### src/rtl/instr_fetch_unit.sv
// Instruction-fetch sequencer: owns the PC, issues Avalon-MM word reads, delivers each word with
// its PC, applies delay-slot redirects and halts when fetch reaches HALT_ADDR.
module instr_fetch_unit #(
  parameter logic [31:0] RESET_VECTOR = 32'hBFC0_0000,
  parameter logic [31:0] HALT_ADDR    = 32'h0000_0000
) (
  input  logic        clk,
  input  logic        reset,
  input  logic        fetch_req,
  input  logic        pc_load,
  input  logic [31:0] pc_target,
  output logic [31:0] avm_address,
  output logic        avm_read,
  input  logic        avm_waitrequest,
  input  logic [31:0] avm_readdata,
  output logic [31:0] instr_out,
  output logic        instr_valid,
  output logic [31:0] instr_pc,
  output logic        delay_out,
  output logic        halted
);

  typedef enum logic [1:0] {StIdle, StRead, StHalt} state_e;

  state_e      state_q;
  logic [31:0] pc_q;
  logic [31:0] redir_tgt_q;
  logic        redir_pend_q;
  logic [31:0] instr_out_q;
  logic [31:0] instr_pc_q;
  logic        instr_valid_q;
  logic        halted_q;

  logic [31:0] tgt_aligned;
  logic [31:0] next_pc;

  assign tgt_aligned = pc_target & 32'hFFFF_FFFC;

  // A same-cycle redirect beats a pending one; otherwise fall through sequentially.
  always_comb begin
    next_pc = pc_q + 32'd4;
    if (pc_load) begin
      next_pc = tgt_aligned;
    end else if (redir_pend_q) begin
      next_pc = redir_tgt_q;
    end
  end

  always_ff @(posedge clk) begin
    if (reset) begin
      state_q       <= StIdle;
      pc_q          <= RESET_VECTOR;
      redir_tgt_q   <= '0;
      redir_pend_q  <= 1'b0;
      instr_out_q   <= '0;
      instr_pc_q    <= '0;
      instr_valid_q <= 1'b0;
      halted_q      <= 1'b0;
    end else begin
      instr_valid_q <= 1'b0;
      unique case (state_q)
        StIdle: begin
          if (fetch_req && (pc_q == HALT_ADDR)) begin
            state_q  <= StHalt;
            halted_q <= 1'b1;
          end else begin
            if (fetch_req) begin
              state_q <= StRead;
            end
            if (pc_load) begin
              pc_q <= tgt_aligned;
            end
          end
        end
        StRead: begin
          if (pc_load) begin
            redir_pend_q <= 1'b1;
            redir_tgt_q  <= tgt_aligned;
          end
          if (!avm_waitrequest) begin
            instr_out_q   <= avm_readdata;
            instr_pc_q    <= pc_q;
            instr_valid_q <= 1'b1;
            pc_q          <= next_pc;
            redir_pend_q  <= 1'b0;
            state_q       <= StIdle;
          end
        end
        StHalt: begin
          halted_q <= 1'b1;
        end
        default: begin
          state_q <= StIdle;
        end
      endcase
    end
  end

  assign avm_read    = (state_q == StRead);
  assign avm_address = pc_q & 32'hFFFF_FFFC;
  assign delay_out   = avm_read & avm_waitrequest;
  assign instr_out   = instr_out_q;
  assign instr_pc    = instr_pc_q;
  assign instr_valid = instr_valid_q;
  assign halted      = halted_q;

endmodule

### config.mk
export PLATFORM = sky130hd
export DESIGN_NAME = instr_fetch_unit
export DESIGN_NICKNAME = d
export VERILOG_FILES = /design/src/rtl/instr_fetch_unit.sv
export SDC_FILE = /design/constraint.sdc
export NUM_CORES = 1
export LEC_CHECK = 0
export CAP_MARGIN = 20
export CORE_UTILIZATION = 40
export CTS_CLUSTER_DIAMETER = 60
export DETAILED_ROUTE_END_ITERATION = 16
export MAX_ROUTING_LAYER = met4
export PLACE_DENSITY_LB_ADDON = 0.3
export SYNTH_ARGS = -nofsm -noshare
export SYNTH_HDL_FRONTEND = slang
export SYNTH_SLANG_ARGS = --single-unit
export TNS_END_PERCENT = 30
### constraint.sdc
create_clock -name clk -period 4.23 [get_ports clk]
set_input_delay 0.423 -clock clk [delete_from_list [all_inputs] [get_ports clk]]
set_output_delay 0.423 -clock clk [all_outputs]
set_load 0.01 [all_outputs]
==> results.txt, run 1 <==
Worst path top cell family by delay -> compound AO/OA/AOI/OAI gates
# rows -> 42
Final Skew -> 0.00724 ns
Period utilization -> 65.6%
P per Cell Area -> 399 nW/um2
Number of ports placed on the die boundary -> 169
Final Hold Fails -> 0
Final routed DRC violation total -> 0
Die Ht -> 119 um
Setup violations, final -> 0
Setup Crit Path Kind -> flop to flop
Pin count of the biggest net entering global routing -> 64
Quantity of I/O buffers inserted on ports -> 162
Maximum ir drop on the vdd rail -> 0.297 mV
Num CTS Buffers -> 17
Clock network fraction of total power -> 43.0%
Mean routed wirelength per cell -> 17.6 um
Final #Nets -> 853
Number of filler instances in the final layout -> 1157
Slowest cell delay on critical path -> 0.71 ns
Most frequent standard cell in the layout excluding fill and tap cells -> clkdlybuf4s50_1
Post-Syn Area per Cell -> 8.46 um2
Slowest stage cell on the critical path -> o32a_1
Number of buffers inserted to repair setup after CTS -> 0
Layout cells sized above 1 -> 6.42%
Starting utilization of the core area -> 41.1%
Most frequent cells in the layout -> clkdlybuf4s50_1 (161), dfxtp_1 (127), nand2_1 (117)
Static power due to leakage -> 2.82 nW
Sequential fraction of design power -> 43.5%
Buffer cell driving the clock tree root -> clkbuf_16
Remaining Overflow, GRT -> 0
Seq/Total Area, Yosys -> 46.6%
Sort of element at the start of the critical path -> flop
Buffering stage count on the worst path with inverters included -> 1
Vias in the first global route -> 5043
Fraction of registers with async set or reset after synthesis -> 0%
Arrival @ worst endpoint -> 3.11 ns
Sw Ratio -> 25.5%
Skew-Pair Late Insertion Delay -> 0.41 ns
Setup Total Neg Slack -> 0 ns
Primary FF master, synth -> dfxtp_1
Total number of clock tree sinks -> 127
Final routed wirelength across all metal layers -> 17000 um
Total via count after detailed routing -> 5435
Worst-Margin Slew -> 1.11 ns
Antenna Cells -> 0
Number of unique standard cell types used by synthesis -> 51
CP Cell Sequence -> nor4_1 -> nand2_1 -> nor4_1 -> buf_4 -> o32a_1 -> o21ai_0 -> a21oi_1
Global-route wire length before repair -> 26700 um
Width of the die -> 119 um
Maximum operating frequency -> 0.360 GHz
Min setup slack post-route -> 1.46 ns
Maximum number of buffers from clock root to sink -> 2
Number of warnings printed during yosys synthesis -> 0
Antenna violations before repair -> 0
Shortest clock period the worst path allows after layout -> 2.77 ns
Combinational fraction of design power -> 13.5%
Worst path required time -> 4.56 ns
CTS tree -> yes
Maximum fanout count along the critical path -> 19
Worst max-slew margin expressed relative to the limit -> 26.0%
Residual antenna-violating net count after detailed routing -> 0
Clk pin slew, worst setup/hold paths -> 0.05 ns
Hold Buf Count CTS -> 0
Gpl congestion -> 0.862
Via-to-Cell Ratio -> 5.60
Max-slew violation count -> 0
Critical path capture point type -> flop
Std-Cell Core Area -> 13300 um2
Initial detailed-routing violation count -> 450
GRT Overall Usage -> 24.8%
Setup repair after global routing missed its margin -> no
HPWL after detailed placement -> 11500 um
CP most frequent cell -> nor4_1
Count of mapped cells out of synthesis -> 645
Die outline area -> 14100 um2
Worst min path class -> flop to flop
Number of storage elements in the synthesis netlist -> 127
Post-Syn Area -> 5460 um2
Clock H-tree levels -> 4
Power dissipated by switching net loads -> 0.786 mW
Pre-CTS setup slack -> 1.40 ns
Result of the run -> finished, final reports clean
# resized after CTS -> 0
Initial DRT Pass Iterations -> 7
Number of max-cap violations -> 0
EDFF count, synth -> 0
Area Growth Syn to Fin -> 41.8%
Design internal power -> 2.30 mW
-- layout make-up --
type / count / area (um2) / area share (%)
repair buffers: 173 / 1730 / 22.3
multi-input cells: 451 / 2670 / 34.5
inverters: 12 / 45.0 / 0.582
well taps: 176 / 220 / 2.85
clock inverters: 6 / 60.1 / 0.776
clock buffers: 25 / 475 / 6.14
flip-flops and latches: 127 / 2540 / 32.8
-- cells in the mapped netlist, types with 2 or more instances --
library cell | n | area (um2)
o21ai_0 | 36 | 180
and3_1 | 6 | 37.5
nor3_1 | 15 | 75.1
a22o_1 | 62 | 543
a311oi_1 | 5 | 43.8
nand4_1 | 7 | 43.8
a21o_1 | 2 | 15.0
a21oi_1 | 59 | 295
a211oi_1 | 4 | 30.0
or2_2 | 2 | 12.5
nand3_1 | 18 | 90.1
a31oi_1 | 7 | 43.8
clkbuf_1 | 40 | 150
or4_4 | 2 | 22.5
ha_1 | 2 | 25.0
and2_1 | 2 | 12.5
nor2_1 | 29 | 109
or4_1 | 3 | 22.5
xnor2_1 | 5 | 43.8
or3_1 | 2 | 12.5
nor4_1 | 15 | 93.8
o211ai_1 | 11 | 82.6
nand4_4 | 2 | 42.5
nand2_1 | 117 | 439
a221o_1 | 5 | 50.1
inv_1 | 12 | 45.0
nor3b_1 | 2 | 15.0
nand2b_1 | 4 | 25.0
buf_4 | 4 | 30.0
buf_1 | 2 | 7.51
dfxtp_1 | 127 | 2540
buf_2 | 11 | 55.1
mux2i_1 | 3 | 30.0
xor2_1 | 5 | 43.8
-- per-stage QoR --
step	cells	power (mW)	area [um2]	hold slack [ns]	utilization, %
finish	970	3.09	7740	0.451	58.2
global route	970	3.22	7740	0.473	58.2
CTS	968	3.10	7700	0.452	57.9
detailed placement	937	1.78	7160	0.444	53.9
global placement	937	1.77	7160	0.438	53.9
floorplan	648	1.55	5470	0.432	-
-- power by group through the flow --
stage | Combinational [mW] | Sequential, mW | Clock, mW
after global routing | 0.451 | 1.35 | 1.42
after global placement | 0.403 | 1.36 | 0
after detailed placement | 0.411 | 1.37 | 0
final | 0.418 | 1.34 | 1.33
after CTS | 0.413 | 1.34 | 1.35
after floorplan | 0.200 | 1.35 | 0
-- metal layers --
layer | share of wire (%) | routed length (um) | GRT usage (%) | vias up
met1 | 45 | 7680 | 32.1 | 2549
met4 | 1.8 | 306 | 10.3 | 0
met3 | 7.7 | 1310 | 5.56 | 24
li1 | - | - | - | 2602
met5 | 0 | 0 | - | -
met2 | 45 | 7740 | 37.3 | 260
-- kinds of logic after synthesis --
| logic type | share of synthesized area (%) |
|---|---|
| DFF | 46.6 |
| other | 0.0687 |
| AOI/OAI and AO/OA | 25.4 |
| buffers and inverters | 5.36 |
| adders and majority gates | 0.458 |
| and+or+nand+nor | 20.0 |
| xor gates and xnor gates | 1.60 |
| muxes | 0.550 |
-- tightest hold or removal path, cell delays in order, from the launching register on --
cell	delay (ns)
dfxtp_1	0.31
inv_1	0.05
a21oi_1	0.05
-- flip-flops by register name, summed over array words and instances, names as in the netlist --
name	count
state_q	2
redir_pend_q	1
instr_out	32
instr_valid	1
redir_tgt_q	30
halted	1
instr_pc	30
pc_q	30
-- final timing paths --
kind / start / endpoint / slack (ns) / cells past startpoint
hold / removal: halted / halted / 0.45 / 2
setup reg to reg: pc_q[20] / pc_q[13] / 1.46 / 7
setup / recovery: pc_q[20] / pc_q[13] / 1.46 / 7
hold reg to reg: halted / halted / 0.45 / 2
No activity file was read; power rests on OpenSTA's default activity.
==> run 2: changes to the inputs <==
==> constraint.sdc (replaced) <==
create_clock -name clk -period 2.5 [get_ports clk]
set_input_delay 0.25 -clock clk [delete_from_list [all_inputs] [get_ports clk]]
set_output_delay 0.25 -clock clk [all_outputs]
set_load 0.01 [all_outputs]
==> run 2 against run 1 <==
Clock skew up 0.00054 ns. Routed wire length up 2.3%. Flip-flop and latch count unchanged. Clock-buffer cell count down 4. Non-clock buffer count up 34. Critical path type unchanged. Register-to-register slack worse by 1.3 ns.
==> results.txt, run 2 (synthesis results as in run 1) <==
Result of the run -> finished, final reports clean
Antenna violations before repair -> 0 (unchanged)
Worst-Margin Slew -> 0.689 ns (-0.421 ns)
Number of max-cap violations -> 0 (unchanged)
Std-Cell Core Area -> 13300 um2 (unchanged)
Critical path capture point type -> flop
Final routed DRC violation total -> 0 (unchanged)
Shortest clock period the worst path allows after layout -> 2.32 ns (-0.458 ns)
Most frequent standard cell in the layout excluding fill and tap cells -> clkdlybuf4s50_1
Starting utilization of the core area -> 41.1% (unchanged)
Layout cells sized above 1 -> 11.1% (+4.7 points)
Largest register FFs -> 32 (unchanged)
Final Skew -> 0.00779 ns (+0.000545 ns)
Via-to-Cell Ratio -> 5.55 (-1.0%)
Die Ht -> 119 um (unchanged)
Initial DRT Pass Iterations -> 7 (unchanged)
Setup violations, final -> 0 (unchanged)
Residual antenna-violating net count after detailed routing -> 0 (unchanged)
Area Growth Syn to Fin -> 47.5%
Width of the die -> 119 um (unchanged)
Pre-CTS setup slack -> 0.127 ns (-1.27 ns)
P per Cell Area -> 664 nW/um2 (+67%)
Global-route wire length before repair -> 28200 um (+5.7%)
# rows -> 42 (unchanged)
Buffer cell driving the clock tree root -> clkbuf_16
Sequential Area -> 2540 um2 (unchanged)
Min setup slack post-route -> 0.183 ns (-1.27 ns)
GRT Overall Usage -> 26.2% (+1.4 points)
Setup repair after global routing missed its margin -> no
Final routed wirelength across all metal layers -> 17400 um (+2.3%)
Period utilization -> 92.7% (+27 points)
Maximum ir drop on the vdd rail -> 0.379 mV (+28%)
Setup Total Neg Slack -> 0 ns (unchanged)
Most frequent cells in the layout -> clkdlybuf4s50_1 (161), dfxtp_1 (127), nand2_1 (117)
Worst max-slew margin expressed relative to the limit -> 54.1% (+28 points)
CTS tree -> yes
Gpl congestion -> 0.892 (+3.5%)
Total number of clock tree sinks -> 127 (unchanged)
Pin count of the biggest net entering global routing -> 64 (unchanged)
Remaining Overflow, GRT -> 0 (unchanged)
Cells on worst reg2reg path -> 9 (+2)
Number of ports placed on the die boundary -> 169 (unchanged)
Vias in the first global route -> 5359 (+6.3%)
Area taken by multi-input logic gates -> 2680 um2 (+0.23%)
Skew-Pair Late Insertion Delay -> 0.41 ns (about the same)
Number of filler instances in the final layout -> 1144 (-1.1%)
Sort of element at the start of the critical path -> flop
Maximum number of buffers from clock root to sink -> 2 (unchanged)
Initial detailed-routing violation count -> 483 (+7.3%)
Worst path required time -> 2.81 ns (-1.75 ns)
Arrival @ worst endpoint -> 2.62 ns (-0.49 ns)
Mean routed wirelength per cell -> 17.3 um (-1.3%)
Die outline area -> 14100 um2 (unchanged)
Final Hold Fails -> 0 (unchanged)
Maximum fanout count along the critical path -> 20 (+1)
Worst min path class -> input port to flop
Clk pin slew, worst setup/hold paths -> 0.05 ns (about the same)
Clock H-tree levels -> 4 (unchanged)
HPWL after detailed placement -> 12400 um (+7.7%)
Maximum operating frequency -> 0.432 GHz (+20%)
Worst-case hold slack -> 0.301 ns (-0.150 ns)
Hold Buf Count CTS -> 0 (unchanged)
Tot Pwr -> 5.35 mW (+73%)
Total via count after detailed routing -> 5575 (+2.6%)
Num CTS Buffers -> 17 (unchanged)
Antenna Cells -> 0 (unchanged)
Max-slew violation count -> 0 (unchanged)
Quantity of I/O buffers inserted on ports -> 162 (unchanged)
Setup Crit Path Kind -> flop to flop
Static power due to leakage -> 3.01 nW (+6.6%)
Cell count of the worst hold path -> 2 (unchanged)
Final #Nets -> 887 (+4.0%)
==> run 2: metal layers <==
| metal | vias to the layer above | global-route usage (%) | wire length, um |
|---|---|---|---|
| met1 | 2624 | 34.6 | 8020 |
| met3 | 25 | 5.60 | 1200 |
| met4 | 0 | 10.5 | 293 |
| met5 | - | - | 0 |
| li1 | 2667 | - | - |
| met2 | 259 | 39.1 | 7920 |
==> run 2: worst max-delay path: stages, from the launching register on <==
cell,delay (ns)
dfxtp_1,0.42
inv_1,0.09
ha_1,0.21
nand4_1,0.11
nor4_1,0.07
buf_4,0.16
o32ai_4,0.45
buf_4,0.34
nor2_1,0.07
a311oi_1,0.29
==> run 2: path summary, 6_finish.rpt <==
path	slack [ns]	end	start
hold reg to reg	0.45	redir_tgt_q[25]	redir_tgt_q[25]
setup reg to reg	0.18	pc_q[5]	pc_q[2]
setup / recovery	0.18	pc_q[5]	pc_q[2]
hold / removal	0.30	redir_tgt_q[25]	reset
==> run 2: report_power, final <==
group	total [mW]	internal (mW)	switching (mW)
Sequential	2.22	2.12	0.0988
Clock	2.31	1.43	0.874
Combinational	0.818	0.413	0.405
Total	5.35	3.97	1.38
==> run 2: area by class of cell <==
class | instances | share of cell area, %
multi-input cells | 451 | 33.3
flip-flops and latches | 127 | 31.6
repair buffers | 207 | 24.9
clock buffers | 21 | 5.84
well taps | 176 | 2.74
clock inverters | 11 | 1.12
inverters | 12 | 0.560
==> run 2: per-stage QoR <==
stage                     utilization [%]  instances  area (um2)
after global placement               56.3        973        7480
after global routing                 60.5       1005        8050
final                                60.5       1005        8050
after floorplan                         -        648        5470
after CTS                            60.5       1005        8040
after detailed placement             56.3        973        7480
==> run 2: what timing repair did <==
| item | CTS | global route |
|---|---|---|
| resized for setup | 0 | 1 |
| setup buffers | 0 | 0 |
| endpoints found under the setup margin | 0 | 2 |
==> run 3: changes to the inputs <==
--- a/config.mk
+++ b/config.mk
@@ -9,6 +9,7 @@
 export CORE_UTILIZATION = 40
 export CTS_CLUSTER_DIAMETER = 60
 export DETAILED_ROUTE_END_ITERATION = 16
+export HOLD_SLACK_MARGIN = 0.08
 export MAX_ROUTING_LAYER = met4
 export PLACE_DENSITY_LB_ADDON = 0.3
 export SYNTH_ARGS = -nofsm -noshare
==> results of run 3 <==
Final layout, timing and power as in run 2 (identical DEF).
